`config.mk`:
```
export PLATFORM = sky130hd
export DESIGN_NAME = vreg_group_addr_gen_flat
export DESIGN_NICKNAME = d
export VERILOG_FILES = /design/src/rtl/vreg_group_addr_gen_if.sv /design/src/rtl/vreg_group_addr_gen.sv /design/src/flat_wrapper.sv
export SDC_FILE = /design/constraint.sdc
export NUM_CORES = 1
export LEC_CHECK = 0
export ABC_AREA = 1
export CAP_MARGIN = 20
export CORE_ASPECT_RATIO = 1.25
export CORE_UTILIZATION = 60
export DETAILED_ROUTE_END_ITERATION = 10
export DONT_BUFFER_PORTS = 1
export PLACE_DENSITY = 0.76
export SLEW_MARGIN = 20
export SYNTH_ARGS = -nofsm -noshare
export SYNTH_HDL_FRONTEND = slang
export SYNTH_SLANG_ARGS = --single-unit
```
`constraint.sdc`:
```
create_clock -name clk_i -period 3 [get_ports clk_i]
set_input_delay 0.15 -clock clk_i [delete_from_list [all_inputs] [get_ports clk_i]]
set_output_delay 0.15 -clock clk_i [all_outputs]
set_load 0.01 [all_outputs]
```
`src/rtl/vreg_group_addr_gen_if.sv`:
```
// Request/beat bundle between an instruction issue stage and the register-group address generator.
// Optional port `widen` exists only when VREG_AGU_WIDEN_EN is defined.
interface vreg_group_addr_gen_if #(
  parameter int ADDR_WIDTH = 5,
  parameter int NUM_PORTS  = 3
);
  logic                            in_valid;
  logic                            in_ready;
  logic [2:0]                      vlmul;
  logic [NUM_PORTS*ADDR_WIDTH-1:0] addr_in;
  logic [NUM_PORTS-1:0]            port_en;
`ifdef VREG_AGU_WIDEN_EN
  logic [NUM_PORTS-1:0]            widen;
`endif
  logic                            out_valid;
  logic                            out_ready;
  logic [NUM_PORTS*ADDR_WIDTH-1:0] addr_out;
  logic [NUM_PORTS-1:0]            out_port_en;
  logic                            out_first;
  logic                            out_last;
  logic                            err_misaligned;
  logic                            idle;

  modport master (
    output in_valid, vlmul, addr_in, port_en,
`ifdef VREG_AGU_WIDEN_EN
    output widen,
`endif
    output out_ready,
    input  in_ready, out_valid, addr_out, out_port_en, out_first, out_last,
    input  err_misaligned, idle
  );

  modport slave (
    input  in_valid, vlmul, addr_in, port_en,
`ifdef VREG_AGU_WIDEN_EN
    input  widen,
`endif
    input  out_ready,
    output in_ready, out_valid, addr_out, out_port_en, out_first, out_last,
    output err_misaligned, idle
  );
endinterface

```
`src/rtl/vreg_group_addr_gen.sv`:
```
// Walks every register of each operand's LMUL group in lock-step, one beat per cycle, with handshakes.
// Optional widening support (EMUL = 2*LMUL on selected ports) is enabled by defining VREG_AGU_WIDEN_EN.
module vreg_group_addr_gen #(
  parameter int ADDR_WIDTH = 5,
  parameter int NUM_PORTS  = 3,
  parameter int CNT_WIDTH  = 4
) (
  input  logic                  clk_i,
  input  logic                  rst_ni,
  vreg_group_addr_gen_if.slave  bus
);
  localparam int GW = ADDR_WIDTH + 2;

  typedef enum logic [0:0] {S_IDLE, S_BUSY} state_e;

  state_e                          state_q;
  logic [NUM_PORTS*ADDR_WIDTH-1:0] base_q;
  logic [NUM_PORTS*ADDR_WIDTH-1:0] addr_out_q;
  logic [NUM_PORTS-1:0]            port_en_q;
  logic [CNT_WIDTH-1:0]            cnt_q;
  logic [CNT_WIDTH-1:0]            last_idx_q;
  logic                            first_q;
  logic                            last_q;
  logic                            err_q;
`ifdef VREG_AGU_WIDEN_EN
  logic [NUM_PORTS-1:0]            wide_q;
  logic                            half_q;
`endif

  logic                            accept_d;
  logic                            beat_take_d;
  logic                            req_legal_d;
  logic                            reserved_d;
  logic                            frac_d;
  logic                            any_wide_d;
  logic [NUM_PORTS-1:0]            req_wide_d;
  logic [NUM_PORTS-1:0]            lane_ok_d;
  logic [GW-1:0]                   unit_sz_d;
  logic [GW-1:0]                   req_n_d;
  logic [CNT_WIDTH-1:0]            req_last_idx_d;
  logic [CNT_WIDTH-1:0]            cnt_inc_d;
  logic [NUM_PORTS*ADDR_WIDTH-1:0] addr_adv_d;

`ifdef VREG_AGU_WIDEN_EN
  assign req_wide_d = bus.widen & bus.port_en;
`else
  assign req_wide_d = '0;
`endif
  assign any_wide_d = |req_wide_d;

  // Fractional encodings share vlmul[2]; the reserved 100 is caught separately as illegal.
  always_comb begin
    reserved_d     = (bus.vlmul == 3'b100);
    frac_d         = bus.vlmul[2];
    unit_sz_d      = frac_d ? GW'(1) : (GW'(1) << bus.vlmul[1:0]);
    req_n_d        = (any_wide_d && !frac_d) ? (unit_sz_d << 1) : unit_sz_d;
    req_last_idx_d = CNT_WIDTH'(req_n_d - GW'(1));
    req_legal_d    = !reserved_d && (&lane_ok_d)
                     && !(any_wide_d && (bus.vlmul == 3'b011));
  end

  assign bus.in_ready = (state_q == S_IDLE) || (bus.out_ready && last_q);
  assign accept_d     = bus.in_valid && bus.in_ready;
  assign beat_take_d  = (state_q == S_BUSY) && bus.out_ready;
  assign cnt_inc_d    = cnt_q + CNT_WIDTH'(1);

  generate
    for (genvar gi = 0; gi < NUM_PORTS; gi++) begin : g_lane
      logic [GW-1:0]         grp_sz;
      logic [ADDR_WIDTH-1:0] grp_mask;
      logic [CNT_WIDTH-1:0]  lane_off;

      assign grp_sz   = (req_wide_d[gi] && !frac_d) ? (unit_sz_d << 1) : unit_sz_d;
      assign grp_mask = ADDR_WIDTH'(grp_sz - GW'(1));
      assign lane_ok_d[gi] = !bus.port_en[gi]
          || ((bus.addr_in[gi*ADDR_WIDTH +: ADDR_WIDTH] & grp_mask) == '0);

`ifdef VREG_AGU_WIDEN_EN
      // Narrow operands of a widening op step once per two beats.
      assign lane_off = (!half_q || wide_q[gi]) ? cnt_inc_d : (cnt_inc_d >> 1);
`else
      assign lane_off = cnt_inc_d;
`endif

      assign addr_adv_d[gi*ADDR_WIDTH +: ADDR_WIDTH] = port_en_q[gi]
          ? base_q[gi*ADDR_WIDTH +: ADDR_WIDTH] + ADDR_WIDTH'(lane_off)
          : base_q[gi*ADDR_WIDTH +: ADDR_WIDTH];
    end
  endgenerate

  always_ff @(posedge clk_i or negedge rst_ni) begin
    if (!rst_ni) begin
      state_q    <= S_IDLE;
      base_q     <= '0;
      addr_out_q <= '0;
      port_en_q  <= '0;
      cnt_q      <= '0;
      last_idx_q <= '0;
      first_q    <= 1'b0;
      last_q     <= 1'b0;
      err_q      <= 1'b0;
`ifdef VREG_AGU_WIDEN_EN
      wide_q     <= '0;
      half_q     <= 1'b0;
`endif
    end else begin
      err_q <= accept_d && !req_legal_d;
      if (accept_d && req_legal_d) begin
        state_q    <= S_BUSY;
        base_q     <= bus.addr_in;
        addr_out_q <= bus.addr_in;
        port_en_q  <= bus.port_en;
        cnt_q      <= '0;
        last_idx_q <= req_last_idx_d;
        first_q    <= 1'b1;
        last_q     <= (req_last_idx_d == '0);
`ifdef VREG_AGU_WIDEN_EN
        wide_q     <= req_wide_d;
        half_q     <= any_wide_d;
`endif
      end else if (beat_take_d) begin
        // An illegal request can only be accepted here alongside the last beat.
        if (last_q) begin
          state_q <= S_IDLE;
          first_q <= 1'b0;
          last_q  <= 1'b0;
        end else begin
          cnt_q      <= cnt_inc_d;
          addr_out_q <= addr_adv_d;
          first_q    <= 1'b0;
          last_q     <= (cnt_inc_d == last_idx_q);
        end
      end
    end
  end

  assign bus.out_valid      = (state_q == S_BUSY);
  assign bus.addr_out       = addr_out_q;
  assign bus.out_port_en    = port_en_q;
  assign bus.out_first      = first_q;
  assign bus.out_last       = last_q;
  assign bus.err_misaligned = err_q;
  assign bus.idle           = (state_q == S_IDLE) && !err_q;
endmodule

```
`src/flat_wrapper.sv`:
```
// flat-port wrapper written by rule: the top's interface ports become plain ports
module vreg_group_addr_gen_flat 
#(
  parameter int ADDR_WIDTH = 5,
  parameter int NUM_PORTS  = 3,
  parameter int CNT_WIDTH  = 4
)
  (clk_i, rst_ni, bus_in_valid, bus_vlmul, bus_addr_in, bus_port_en, bus_out_ready, bus_in_ready, bus_out_valid, bus_addr_out, bus_out_port_en, bus_out_first, bus_out_last, bus_err_misaligned, bus_idle);
  vreg_group_addr_gen_if #(.ADDR_WIDTH(ADDR_WIDTH), .NUM_PORTS(NUM_PORTS)) bus_i ();
  input  logic clk_i;
  input  logic rst_ni;
  input wire logic [$bits(bus_i.in_valid)-1:0] bus_in_valid;
  input wire logic [$bits(bus_i.vlmul)-1:0] bus_vlmul;
  input wire logic [$bits(bus_i.addr_in)-1:0] bus_addr_in;
  input wire logic [$bits(bus_i.port_en)-1:0] bus_port_en;
  input wire logic [$bits(bus_i.out_ready)-1:0] bus_out_ready;
  output wire logic [$bits(bus_i.in_ready)-1:0] bus_in_ready;
  output wire logic [$bits(bus_i.out_valid)-1:0] bus_out_valid;
  output wire logic [$bits(bus_i.addr_out)-1:0] bus_addr_out;
  output wire logic [$bits(bus_i.out_port_en)-1:0] bus_out_port_en;
  output wire logic [$bits(bus_i.out_first)-1:0] bus_out_first;
  output wire logic [$bits(bus_i.out_last)-1:0] bus_out_last;
  output wire logic [$bits(bus_i.err_misaligned)-1:0] bus_err_misaligned;
  output wire logic [$bits(bus_i.idle)-1:0] bus_idle;
  assign bus_i.in_valid = bus_in_valid;
  assign bus_i.vlmul = bus_vlmul;
  assign bus_i.addr_in = bus_addr_in;
  assign bus_i.port_en = bus_port_en;
  assign bus_i.out_ready = bus_out_ready;
  assign bus_in_ready = bus_i.in_ready;
  assign bus_out_valid = bus_i.out_valid;
  assign bus_addr_out = bus_i.addr_out;
  assign bus_out_port_en = bus_i.out_port_en;
  assign bus_out_first = bus_i.out_first;
  assign bus_out_last = bus_i.out_last;
  assign bus_err_misaligned = bus_i.err_misaligned;
  assign bus_idle = bus_i.idle;
  vreg_group_addr_gen #(.ADDR_WIDTH(ADDR_WIDTH), .NUM_PORTS(NUM_PORTS), .CNT_WIDTH(CNT_WIDTH)) u_core (.clk_i(clk_i), .rst_ni(rst_ni), .bus(bus_i));
endmodule
```
# Word level (Yosys, flattened, before mapping)
# Index checks and enable logic that the tools add are counted.
# W data, S select, Z words.
[totals]
reg_bits = 45
in_bits = 25
output_inout_bits = 24
word_cells = 66
[op_classes]
add_sub_neg = 5
eq_ne = 3
n_shift = 1
muxes = 18
n_bitwise = 4
n_reduce_logical = 26
[ops]
columns = ["operator", "count"]
rows = [
  ["$mux W15", 3],
  ["$mux W5", 4],
  ["$add A5 B4 Y5", 3],
  ["$and A5 B5 Y5", 3],
  ["$logic_not A5 Y1", 3],
  ["$mux W4", 3],
  ["$mux W1", 8],
  ["$logic_and A1 B1 Y1", 7],
  ["$logic_not A1 Y1", 6],
  ["$shl A1 B2 Y5 const A", 1],
  ["$sub A5 B1 Y5 const B", 1],
  ["$add A4 B1 Y4 const B", 1],
  ["$eq A4 B4 Y1", 1],
  ["$logic_not A4 Y1", 1],
  ["$logic_or A1 B1 Y1", 4],
  ["$reduce_and A2 Y1", 2],
  ["$reduce_bool A2 Y1", 2],
  ["$eq A3 B3 Y1 const B", 1],
  ["$reduce_and A3 Y1", 1],
  ["$ne A2 B2 Y1 const B", 1],
  ["$not A1 Y1", 1],
]

# Depth between registers and ports, before layout
[depth]
ltp_word = 11
depth_mapped = 19
mapped_depth_nobuf = 18

# Worst setup path before layout
# Ideal clock, no wire load.
[synth_timing]
path_kind = "flip-flop to flip-flop"
start = "reg u_core.cnt_q[0]"
end = "reg u_core.addr_out_q[4] (netlist: u_core.bus.addr_out[4])"
setup_time_ns = 0.117
arrival_ns = 1.866
required_time_ns = 2.883
path_slack_ns = 1.017
path_stages_with_launch = 12
n_path_buf = 0
synth_period_minus_slack_ns = 1.983
cell_sequence = "dfrtp_1 ha_1 fa_1 nand3_1 nand2_1 xor2_1 nand2_1 o21ai_0 nand2_1 nand2_1 nand2_1 nand2_1"
[synth_between]
elab_chain_cells = 6
[synth_lines]
columns = ["item", "line", "rtl"]
rows = [
  ["start, declared", "vreg_group_addr_gen.sv:20", "logic [CNT_WIDTH-1:0] cnt_q;"],
  ["start signal, assigned", "vreg_group_addr_gen.sv:128", "cnt_q <= cnt_inc_d;"],
  ["$add A4 B1 Y4", "vreg_group_addr_gen.sv:65", "assign cnt_inc_d = cnt_q + CNT_WIDTH'(1);"],
  ["$add A5 B4 Y5", "vreg_group_addr_gen.sv:86", "? base_q[gi*ADDR_WIDTH +: ADDR_WIDTH] + ADDR_WIDTH'(lane_off)"],
  ["$mux W5", "vreg_group_addr_gen.sv:86", ""],
  ["$mux W15", "vreg_group_addr_gen.sv:123", "if (last_q) begin"],
  ["$mux W15", "vreg_group_addr_gen.sv:121", "end else if (beat_take_d) begin"],
  ["$mux W15", "vreg_group_addr_gen.sv:108", "if (accept_d && req_legal_d) begin"],
  ["end signal, assigned", "vreg_group_addr_gen.sv:111", "addr_out_q <= bus.addr_in;"],
  ["end signal, assigned", "vreg_group_addr_gen.sv:129", "addr_out_q <= addr_adv_d;"],
  ["end, declared", "vreg_group_addr_gen.sv:18", "logic [NUM_PORTS*ADDR_WIDTH-1:0] addr_out_q;"],
]
# No other way between the ends. The select of a mux whose other input is x is not followed.
# A chain may end at the register's enable or synchronous reset.

# Worst setup path in the final report
# Ends and elaborated chain as after synthesis.

==> results.toml <==
[outcome]
status = "completed"

[clocking]
cts_buffer_depth = 2
clock-root-buffer = "clkbuf_8"
clock_sinks = 45
cts_setup_buffers = 0
tritoncts = "done"
insertion_delay_ns = 0.30
cts_max_level = 2
numCtsBuffers = 5
clkSlewWorstSetupHoldPaths_ns = 0.08

[placement]
gp_congestion = 0.932
dp_cells = 390
dp_hpwl_um = 4340
portBuffers = 0

[floorplanning]
coreArea_mm2 = 0.00420
die_width_um = 62.0
ioPinCount = 49
dieArea_mm2 = 0.00478
initial_core_util_pct = 64.4
fp.dieH_um = 77.0
rows = 26

[routing]
route.detailed.drc = 0
drt_iter0_drc = 146
totalWireLength_um = 6350
ant_nets = 0
firstDrtPassIters = 5
post_drt_wl_per_cell_um = 15.5
viasPerCell = 5.67
dr_total_vias = 2323

[synthesis]
synthDistinctLibCells = 27
ys_ff_latch = 45
yosys_most_used_dff = "dfrtp_1"
syn_avg_cell_area_um2 = 7.90
synth_warnings = 0
synth_area_mm2 = 0.00270
synth_top_family_by_area = "simple AND/OR/NAND/NOR gates"
synthArstFlopShare_pct = 100
synth_edf_count = 0
synthSimpleGateAreaFrac_pct = 29.7
synth_area_leader_cell = "dfrtp_1"
seq_area_frac_synth_pct = 41.7
synth_fa_ha_area_share_pct = 9.17
syn-num-nets = 385
synth_common_cells = "nand2_1, nand3_1, dfrtp_1"
yosys-top-cells-area = "dfrtp_1, nand2_1, nand3_1"
synth_compound_area_share_pct = 8.06
synthCells = 342
synth_xor_area_share_pct = 3.89
synth_most_common_cell = "nand2_1"
synthMuxAreaShare_pct = 0
synth_top_cell_area_share_pct = 41.7

[cells_and_area]
nets = 396
area.growth.synth_to_final_pct = 8.38
stdcell_count = 410
drive_gt1_share_pct = 5.93
antenna_cells = 0

[global_routing]
grt_pass1_wl_um = 10600
antenna_found_initial = 0
grt.total_usage_pct = 29.9
grt_overflow = 0
grt_max_degree = 50
grt_pass1_vias = 2238

[sta]
hold_viol = 0
fmaxAchievable_ghz = 0.416
fin_tns_setup_ns = 0
final.period_utilization_pct = 80.1
rsz0062_at_grt = "false"
min_period_ns = 2.40
fin_worst_skew_ns = 0.00792
slew_viol_final = 0
finalSetupViolations = 0
slew_headroom_pct = 51.9
tightest_slew_ns = 0.717

[worst_setup_path]
crit_arrival_ns = 2.59
cp_max_fo = 5
worst_setup_path_end_kind = "flop"
reg2reg_slack_ns = 0.60
critical_path_required_ns = 3.19
timing.rr.end = "u_core.bus.addr_out[4]$_DFFE_PN0P_"
r2r-start = "u_core.cnt_q[0]$_DFFE_PN0P_"
start_kind = "flop"
reg2reg_depth = 12
criticalPathCategory = "flop to flop"

[power]
max-vdd-ir-drop_uv = 674
powerDensity_mw_per_mm2 = 1090
power_leakage_nw = 1.53

[worst_hold_path]
holdCritStartpoint = "bus_addr_in[11]"
worstHoldEndpoint = "u_core.bus.addr_out[11]$_DFFE_PN0P_"
hold_class = "input pin to flop"
holdPathStages = 2

[run]
drv_cap = 0
## layout make-up
type	count	area [um^2]
Timing Repair Buffer	14	153
Multi-Input combinational cell	254	1370
Clock inverter	2	10.0
Inverter	33	124
Sequential cell	45	1130
Tap cell	56	70.1
Fill cell	349	1270
Clock buffer	6	72.6
## logic make-up (layout without fill, tap and decap cells)
kind of cell	after synthesis	in the layout
simple gates	182	182
flops	45	45
buf+inv	43	55
compound gates	42	42
fa+ha+maj	18	18
xor+xnor	12	12
## critical path: stages, from the launching register on
cell	delay, ns
dfrtp_1	0.42
nand3_1	0.11
xor2_1	0.53
ha_1	0.39
a21oi_1	0.21
nand2_1	0.10
xor2_1	0.14
nand2_1	0.06
o21ai_0	0.09
nand2_1	0.08
nand2_1	0.05
nand2_1	0.05
nand2_1	0.05
## metrics by stage
stage / hold WS (ns) / power (mW) / utilization, % / cell area [um^2] / worst slack (ns)
2_1_floorplan: -0.146 / 2.44 / - / 2700 / 1.02
5_1_grt: 0.00448 / 3.51 / 69.8 / 2930 / 0.492
3_5_place_dp: -0.145 / 2.78 / 64.5 / 2710 / 0.667
4_1_cts: 0.00269 / 3.19 / 69.8 / 2930 / 0.650
6_report: 0.00508 / 3.19 / 69.8 / 2930 / 0.597
3_3_place_gp: -0.145 / 2.73 / 64.5 / 2710 / 0.684
## repair_timing
item	CTS	global route
endpoints found under the hold margin	57	0
gates resized for setup	0	0
hold buffers	12	0
## registers in the layout, indices dropped and copies added, names as in the netlist
register,count
u_core.bus.out_last,1
u_core.cnt_q,4
u_core.last_idx_q,4
u_core.bus.out_port_en,3
u_core.base_q,15
u_core.bus.addr_out,15
u_core.bus.err_misaligned,1
u_core.bus.out_first,1
u_core.bus.out_valid,1
## where the power goes
part	switching, mW	internal (mW)	total, mW
Clock	0.211	0.162	0.373
Combinational	0.948	0.660	1.61
Sequential	0.320	0.889	1.21
Total	1.48	1.71	3.19
## placed cells by master, fill, tap and decap left out, types with 2 or more instances in the layout
cell,instances
nand2_1,99
nand3_1,60
nand3_2,2
clkbuf_8,5
dfrtp_1,45
o21ai_0,26
nand2_2,3
fa_1,3
o21ai_1,7
dlygate4sd3_1,11
inv_1,30
a21oi_1,7
buf_4,2
clkinv_2,2
ha_1,15
nor2_1,12
inv_2,2
xor2_1,5
xnor2_1,7
## worst max path at each step
stage	endpoint	slack (ns)	start
CTS	u_core.bus.addr_out[4]$_DFFE_PN0P_	0.65	u_core.cnt_q[0]$_DFFE_PN0P_
detailed placement	u_core.bus.addr_out[14]$_DFFE_PN0P_	0.67	bus_vlmul[0]
finish	u_core.bus.addr_out[4]$_DFFE_PN0P_	0.60	u_core.cnt_q[0]$_DFFE_PN0P_
global route	u_core.bus.addr_out[4]$_DFFE_PN0P_	0.49	u_core.cnt_q[0]$_DFFE_PN0P_
global placement	u_core.bus.addr_out[14]$_DFFE_PN0P_	0.68	bus_vlmul[0]
floorplan	u_core.bus.addr_out[4]$_DFFE_PN0P_	1.02	u_core.cnt_q[0]$_DFFE_PN0P_
## metal layers
metal	vias up	routed length [um]	track usage, %
li1	1143	-	-
met2	59	3170	47.3
met3	8	356	7.08
met1	1113	2730	39.5
met5	-	0	0
met4	0	97	9.56
No activity file was read; power rests on OpenSTA's default activity.
